$ cat config.mk
export PLATFORM = sky130hd
export DESIGN_NAME = sram_bus_arbiter
export DESIGN_NICKNAME = d
export VERILOG_FILES = /design/src/rtl/sram_bus_arbiter.sv
export SDC_FILE = /design/constraint.sdc
export NUM_CORES = 1
export LEC_CHECK = 0
export ABC_AREA = 1
export BUFFER_PORTS_ARGS = -buffer_cell sky130_fd_sc_hd__buf_2
export CAP_MARGIN = 20
export CORE_AREA = 4 4 123 125
export DETAILED_ROUTE_END_ITERATION = 6
export DIE_AREA = 0 0 127 129
export GPL_ROUTABILITY_DRIVEN = 0
export PLACE_DENSITY = 0.55
export SLEW_MARGIN = 40
export SYNTH_ARGS = -nofsm -noshare
export SYNTH_HDL_FRONTEND = slang
export SYNTH_SLANG_ARGS = --single-unit
$ cat constraint.sdc
create_clock -name clk -period 4.1 [get_ports clk]
set_input_delay 0.205 -clock clk [delete_from_list [all_inputs] [get_ports clk]]
set_output_delay 0.205 -clock clk [all_outputs]
set_load 0.01 [all_outputs]
$ cat src/rtl/sram_bus_arbiter.sv
// Two-to-one arbiter sharing one SRAM-like port between fetch (inst) and memory (data) stages.
// Optional macro ARB_ROUND_ROBIN_EN selects round-robin priority; otherwise data has fixed priority over inst.
module sram_bus_arbiter #(
    parameter int OUTSTANDING = 2
) (
    input  logic        clk,
    input  logic        resetn,
    input  logic        inst_req,
    input  logic        inst_wr,
    input  logic [1:0]  inst_size,
    input  logic [3:0]  inst_wstrb,
    input  logic [31:0] inst_addr,
    input  logic [31:0] inst_wdata,
    output logic        inst_addr_ok,
    output logic        inst_data_ok,
    output logic [31:0] inst_rdata,
    input  logic        data_req,
    input  logic        data_wr,
    input  logic [1:0]  data_size,
    input  logic [3:0]  data_wstrb,
    input  logic [31:0] data_addr,
    input  logic [31:0] data_wdata,
    output logic        data_addr_ok,
    output logic        data_data_ok,
    output logic [31:0] data_rdata,
    output logic        mem_req,
    output logic        mem_wr,
    output logic [1:0]  mem_size,
    output logic [3:0]  mem_wstrb,
    output logic [31:0] mem_addr,
    output logic [31:0] mem_wdata,
    input  logic        mem_addr_ok,
    input  logic        mem_data_ok,
    input  logic [31:0] mem_rdata
);

    localparam int PTR_W = (OUTSTANDING > 1) ? $clog2(OUTSTANDING) : 1;
    localparam int CNT_W = $clog2(OUTSTANDING) + 1;
    localparam logic [CNT_W-1:0] FULL_CNT = CNT_W'(OUTSTANDING);
    localparam logic [CNT_W-1:0] CNT_ONE  = CNT_W'(1);
    localparam logic [PTR_W-1:0] PTR_ONE  = PTR_W'(1);
    localparam logic OWNER_INST = 1'b0;
    localparam logic OWNER_DATA = 1'b1;

    typedef enum logic {FREE = 1'b0, LOCKED = 1'b1} state_t;

    state_t             state_r, state_nxt_s;
    logic               lock_owner_r, lock_owner_nxt_s;
    logic               grant_vld_s, grant_owner_s;
    logic               prefer_data_s;
    logic [OUTSTANDING-1:0] tag_r;
    logic [PTR_W-1:0]   wr_ptr_r, rd_ptr_r;
    logic [CNT_W-1:0]   count_r;
    logic               full_s, empty_s, push_s, pop_s, head_owner_s;

    assign full_s  = (count_r == FULL_CNT);
    assign empty_s = (count_r == {CNT_W{1'b0}});

`ifdef ARB_ROUND_ROBIN_EN
    logic last_owner_r;

    // Winner of the most recent accepted request; inst wins the first contention.
    always_ff @(posedge clk or negedge resetn) begin
        if (!resetn) begin
            last_owner_r <= 1'b1;
        end else if (push_s) begin
            last_owner_r <= grant_owner_s;
        end else begin
            last_owner_r <= last_owner_r;
        end
    end

    assign prefer_data_s = ~last_owner_r;
`else
    assign prefer_data_s = 1'b1;
`endif

    // Grant selection from registered state; a locked owner keeps the port even when full.
    always_comb begin
        grant_vld_s   = 1'b0;
        grant_owner_s = OWNER_INST;
        case (state_r)
            LOCKED: begin
                grant_vld_s   = 1'b1;
                grant_owner_s = lock_owner_r;
            end
            FREE: begin
                if (!full_s && (inst_req || data_req)) begin
                    grant_vld_s = 1'b1;
                    if (inst_req && data_req) begin
                        grant_owner_s = prefer_data_s;
                    end else begin
                        grant_owner_s = data_req;
                    end
                end else begin
                    grant_vld_s = 1'b0;
                end
            end
            default: begin
                grant_vld_s   = 1'b0;
                grant_owner_s = OWNER_INST;
            end
        endcase
    end

    // Memory-side request mux; all fields read as zero while nothing is granted.
    always_comb begin
        mem_req   = 1'b0;
        mem_wr    = 1'b0;
        mem_size  = 2'd0;
        mem_wstrb = 4'd0;
        mem_addr  = 32'd0;
        mem_wdata = 32'd0;
        if (grant_vld_s && (grant_owner_s == OWNER_DATA)) begin
            mem_req   = data_req;
            mem_wr    = data_wr;
            mem_size  = data_size;
            mem_wstrb = data_wstrb;
            mem_addr  = data_addr;
            mem_wdata = data_wdata;
        end else if (grant_vld_s) begin
            mem_req   = inst_req;
            mem_wr    = inst_wr;
            mem_size  = inst_size;
            mem_wstrb = inst_wstrb;
            mem_addr  = inst_addr;
            mem_wdata = inst_wdata;
        end else begin
            mem_req   = 1'b0;
        end
    end

    // Lock bookkeeping: hold the grant until the address handshake completes.
    always_comb begin
        state_nxt_s      = state_r;
        lock_owner_nxt_s = lock_owner_r;
        case (state_r)
            FREE: begin
                if (mem_req && !mem_addr_ok) begin
                    state_nxt_s      = LOCKED;
                    lock_owner_nxt_s = grant_owner_s;
                end else begin
                    state_nxt_s      = FREE;
                end
            end
            LOCKED: begin
                if (mem_addr_ok) begin
                    state_nxt_s = FREE;
                end else begin
                    state_nxt_s = LOCKED;
                end
            end
            default: begin
                state_nxt_s = FREE;
            end
        endcase
    end

    // Grant FSM state register.
    always_ff @(posedge clk or negedge resetn) begin
        if (!resetn) begin
            state_r      <= FREE;
            lock_owner_r <= OWNER_INST;
        end else begin
            state_r      <= state_nxt_s;
            lock_owner_r <= lock_owner_nxt_s;
        end
    end

    assign push_s       = mem_req & mem_addr_ok;
    assign pop_s        = mem_data_ok & ~empty_s;
    assign head_owner_s = tag_r[rd_ptr_r];

    assign inst_addr_ok = push_s & (grant_owner_s == OWNER_INST);
    assign data_addr_ok = push_s & (grant_owner_s == OWNER_DATA);
    assign inst_data_ok = pop_s & (head_owner_s == OWNER_INST);
    assign data_data_ok = pop_s & (head_owner_s == OWNER_DATA);
    assign inst_rdata   = mem_rdata;
    assign data_rdata   = mem_rdata;

    // In-order owner tag FIFO; pointers wrap naturally since depth is a power of two.
    always_ff @(posedge clk or negedge resetn) begin
        if (!resetn) begin
            tag_r    <= {OUTSTANDING{1'b0}};
            wr_ptr_r <= {PTR_W{1'b0}};
            rd_ptr_r <= {PTR_W{1'b0}};
            count_r  <= {CNT_W{1'b0}};
        end else begin
            if (push_s) begin
                tag_r[wr_ptr_r] <= grant_owner_s;
                wr_ptr_r        <= wr_ptr_r + PTR_ONE;
            end
            if (pop_s) begin
                rd_ptr_r <= rd_ptr_r + PTR_ONE;
            end
            case ({push_s, pop_s})
                2'b10:   count_r <= count_r + CNT_ONE;
                2'b01:   count_r <= count_r - CNT_ONE;
                default: count_r <= count_r;
            endcase
        end
    end

`ifndef SYNTHESIS
    // A response with nothing outstanding is dropped; report it in simulation.
    always @(posedge clk) begin
        if (resetn && mem_data_ok && empty_s) begin
            $display("sram_bus_arbiter: stray mem_data_ok with empty tag FIFO at %0t, response dropped", $time);
        end
    end
`endif

endmodule

==> out/results.md <==
| Stage | Quantity | This run |
|---|---|---|
| run status | Outcome | finished clean |
| layout | Fraction of layout instances using a drive strength above 1 | 46.05% |
| worst hold path | Sink of the worst hold path | state_r$_DFF_PN0_ |
| synthesis | Count of unique library cells instantiated by Yosys | 21 |
| placement | Post-detailed-placement half-perimeter wirelength | 6257 microns |
| clock tree | Depth of the CTS H-tree | 1 |
| sta | Timing-limited maximum frequency | 436.0 MHz |
| sta | Number of endpoints failing setup at the final stage | 0 |
| synthesis | Avg Inst Size Synth | 5.465 sq um |
| layout | Net count reported at finish | 689 |
| die | Number of placement rows | 43 |
| worst setup path | Launch point of the worst reg-to-reg path | count_r[0]$_DFFE_PN0P_ |
| die | Overall die area | 16380 sq um |
| grt | Pin count of the biggest net entering global routing | 131 |
| grt | Global-route met1 utilization | 9.327% |
| clock tree | Number of hold-repair buffers added at the cts stage | 1 |
| sta | Number of hold-slack violations in the final timing report | 0 |
| worst setup path | Startpoint Class | flip-flop |
| synthesis | Cell count after synthesis | 364 |
| die | Floorplan die height | 129 microns |
| synthesis | Top cells by area, synth | sky130_fd_sc_hd__nand2_1 (29%), sky130_fd_sc_hd__buf_4 (25%), sky130_fd_sc_hd__o21ai_0 (17%) |
| sta | TNS Setup | 0 ns |
| worst hold path | Instance count along the most critical hold path | 2 |
| clock tree | Insertion delay to the later sink of the worst-skew pair | 0.23 ns |
| drt | Number of DRC violations after detailed routing | 0 |
| grt | Global-route total usage across every layer | 8.039% |
| synthesis | Number of warnings issued by yosys | 0 |
| power and ir drop | Worst ir drop on vdd | 0.2342 mV |
| worst setup path | Type of the setup path with the least slack | reg -> out |
| sta | Final setup margin | 1.807 ns |
| worst hold path | Worst Hold Class | in -> reg |
| worst setup path | Cell with the most instances on the worst path | sky130_fd_sc_hd__nand2_1 |
| worst setup path | WP buf/inv | 3 |
| synthesis | Synthesized cell area | 1989 sq um |
| clock tree | Post-CTS Resized | 0 |
| die | Die span in x | 127 microns |
| sta | Setup repair after global routing missed its margin | false |
| grt | Via count of the first global-routing pass | 2337 |
| drt | DRT iter0 DRCs | 108 |
| sta | Headroom to the max-slew limit | 54.24% |
| worst setup path | Endpoint of the lowest-slack register-to-register path | count_r[1]$_DFFE_PN0P_ |
| sta | Slew Limit Fails | 0 |
| layout | Inserted Diodes | 0 |
| clock tree | CTS tree | yes |
| synthesis | Flip-flop and latch count after synthesis | 8 |
| synthesis | Number of nets in the synthesized netlist | 545 |
| worst setup path | Max incr delay on CP | 0.41 ns |
| clock tree | Number of sinks on the clock net | 8 |
| worst setup path | Top delay family on crit path | buffers and inverters |
| drt | Total via count in the routed design | 2639 |
| sta | Worst slew pin tran | 0.6865 ns |
| grt | Global routing usage on met3 | 3.570% |
| power and ir drop | Total power consumption of the routed design | 1465 uW |
| worst setup path | Critical path's slowest cell | sky130_fd_sc_hd__dfrtp_1 |
| grt | Total congestion overflow after global routing | 0 |
| sta | Worst clock skew | 0.001462 ns |
| die | Number of placed I/O pins | 320 |
| layout | Most used cells in the layout excluding fill and tap cells | sky130_fd_sc_hd__buf_2 (223), sky130_fd_sc_hd__nand2_1 (155), sky130_fd_sc_hd__o21ai_0 (69) |
| synthesis | Post-synth top area cell | sky130_fd_sc_hd__nand2_1 |
| worst setup path | Reg2Reg Depth | 9 |
| grt | First-pass GRT wire length | 11110 microns |
| drt | Number of detailed-routing iterations run before antenna repair | 4 |
| sta | Final period util | 55.94% |
| clock tree | Clk buf depth | 2 |
| sta | Min cycle time layout | 2.293 ns |
| synthesis | Sequential-to-total area share from yosys stat | 10.06% |
| drt | Vias per cell | 3.847 |
| grt | Busiest grt layer | met2 |
| clock tree | Number of post-CTS setup repair buffers | 0 |
| synthesis | Area share of the largest cell type after synthesis | 29.25% |
| power and ir drop | Power per unit of standard cell area | 519.3 nW/um^2 |
| grt | Met2 routing resource usage after global routing | 13.11% |
| clock tree | Clock transition at the registers of the reported paths | 0.04 ns |
| worst setup path | Required time of the critical path | 3.89 ns |
| power and ir drop | Leakage power of the design | 0.001673 uW |
| layout | Most common cell after layout, fill and taps aside | sky130_fd_sc_hd__buf_2 |
| drt | Detailed Route WL | 7746 microns |
| die | Starting Density | 14.33% |
| worst setup path | Crit end category | output pin |
| sta | Final hold slack | 0.2607 ns |
| drt | Remaining number of nets flagged by the antenna check after routing | 0 |
| worst setup path | Series of cell instances along the critical path | inv_1 -> nand2_1 -> nand2_1 -> nand2_8 -> buf_4 -> o21ai_0 -> buf_2 |
| worst setup path | Peak fanout along the critical path | 130 |
| drt | Routed wirelength normalized by instance count | 11.29 microns |
| worst setup path | Arrival @ worst endpoint | 2.09 ns |
| layout | Fill cell total of the finished layout | 1642 |
| grt | Number of antenna violations at the first check in global routing | 0 |
| die | Core region area | 13880 sq um |
| layout | Core utilization of the finished layout | 20.32% |
| worst hold path | Beginning of the worst hold path | mem_addr_ok |
| worst setup path | Reg-to-reg setup timing slack | 2.06 ns |
| placement | Pre-CTS worst setup slack | 1.768 ns |
| flow run | Max_cap viols | 0 |
| placement | Port Buf Inserts | 223 |
| clock tree | Buffer cell driving the clock tree root | sky130_fd_sc_hd__clkbuf_16 |
| layout | Area added between synthesis and finish | 41.76% |
| clock tree | Number of buffers created by CTS | 3 |
synthesized netlist by cell type:
| cell | number |
|---|---|
| sky130_fd_sc_hd__inv_2 | 1 |
| sky130_fd_sc_hd__clkbuf_1 | 4 |
| sky130_fd_sc_hd__inv_1 | 11 |
| sky130_fd_sc_hd__nand4_1 | 6 |
| sky130_fd_sc_hd__o21ai_0 | 69 |
| sky130_fd_sc_hd__buf_2 | 11 |
| sky130_fd_sc_hd__or2_2 | 1 |
| sky130_fd_sc_hd__o21ai_1 | 5 |
| sky130_fd_sc_hd__ha_1 | 1 |
| sky130_fd_sc_hd__a21oi_1 | 2 |
| sky130_fd_sc_hd__nand3_1 | 4 |
| sky130_fd_sc_hd__buf_8 | 3 |
| sky130_fd_sc_hd__clkbuf_2 | 3 |
| sky130_fd_sc_hd__xnor2_1 | 2 |
| sky130_fd_sc_hd__dfrtp_1 | 8 |
| sky130_fd_sc_hd__buf_4 | 66 |
| sky130_fd_sc_hd__xor2_1 | 1 |
| sky130_fd_sc_hd__nand2_1 | 155 |
| sky130_fd_sc_hd__buf_6 | 1 |
| sky130_fd_sc_hd__nand2_2 | 2 |
| sky130_fd_sc_hd__nor2_1 | 8 |
where the power goes:
part	switching [uW]	internal, uW	leakage [uW]	total [uW]
Clock	41.7	126	0.0000370	168
Combinational	716	436	0.00154	1150
Sequential	27.3	117	0.0000979	144
flip-flops by register name (all words and copies together) (netlist names):
name,flops
count_r,2
lock_owner_r,1
rd_ptr_r,1
state_r,1
tag_r,2
wr_ptr_r,1
per-layer routing:
| metal | part of all wire [%] | up-vias |
|---|---|---|
| li1 | - | 1371 |
| met1 | 36 | 1073 |
| met2 | 47 | 163 |
| met3 | 14 | 32 |
| met4 | 2.9 | 0 |
| met5 | 0 | - |
worst max path at each step:
| stage | to | start | depth (start not counted) | slack [ns] |
|---|---|---|---|---|
| 2_1_floorplan | count_r[1]$_DFFE_PN0P_ | count_r[0]$_DFFE_PN0P_ | 9 | 2.41 |
| 5_1_grt | mem_addr[12] | count_r[0]$_DFFE_PN0P_ | 8 | 1.58 |
| 6_report | mem_addr[11] | count_r[0]$_DFFE_PN0P_ | 7 | 1.81 |
| 4_1_cts | mem_addr[25] | count_r[0]$_DFFE_PN0P_ | 8 | 1.50 |
| 3_5_place_dp | mem_addr[25] | count_r[0]$_DFFE_PN0P_ | 8 | 1.77 |
| 3_3_place_gp | mem_addr[11] | count_r[0]$_DFFE_PN0P_ | 8 | 1.74 |
metrics by stage:
step                instance area [sq um]  instances
floorplan                            1989        364
global placement                     2721        682
detailed placement                   2730        682
CTS                                  2815        686
global route                         2820        686
finish                               2820        686
worst register-to-register path, cell delays in order, from the launching register on:
cell,delay (ns)
sky130_fd_sc_hd__dfrtp_1,0.40
sky130_fd_sc_hd__inv_1,0.05
sky130_fd_sc_hd__nand2_1,0.07
sky130_fd_sc_hd__nand2_1,0.10
sky130_fd_sc_hd__a21oi_1,0.32
sky130_fd_sc_hd__nand3_1,0.22
sky130_fd_sc_hd__ha_1,0.36
sky130_fd_sc_hd__a21oi_1,0.11
sky130_fd_sc_hd__o21ai_0,0.12
sky130_fd_sc_hd__xnor2_1,0.15
cell type report:
| class | instances | area [sq um] | share of cell area [%] |
|---|---|---|---|
| timing repair buffer | 227 | 1149 | 40.73 |
| multi-input combinational | 256 | 1126 | 39.93 |
| tap | 180 | 225.2 | 7.986 |
| sequential | 8 | 200.2 | 7.099 |
| clock buffer | 3 | 75.07 | 2.662 |
| inverter | 12 | 45.04 | 1.597 |
cells by family (layout without fill, tap and decap cells):
kind of cell	after synthesis	in the layout	synth area share [%]
xor+xnor	3	3	1.321
flops	8	8	10.06
simple gates	176	176	34.59
compound gates	76	76	19.12
buf+inv	100	242	34.28
fa+ha+maj	1	1	0.6288
No activity file was read; power rests on OpenSTA's default activity.
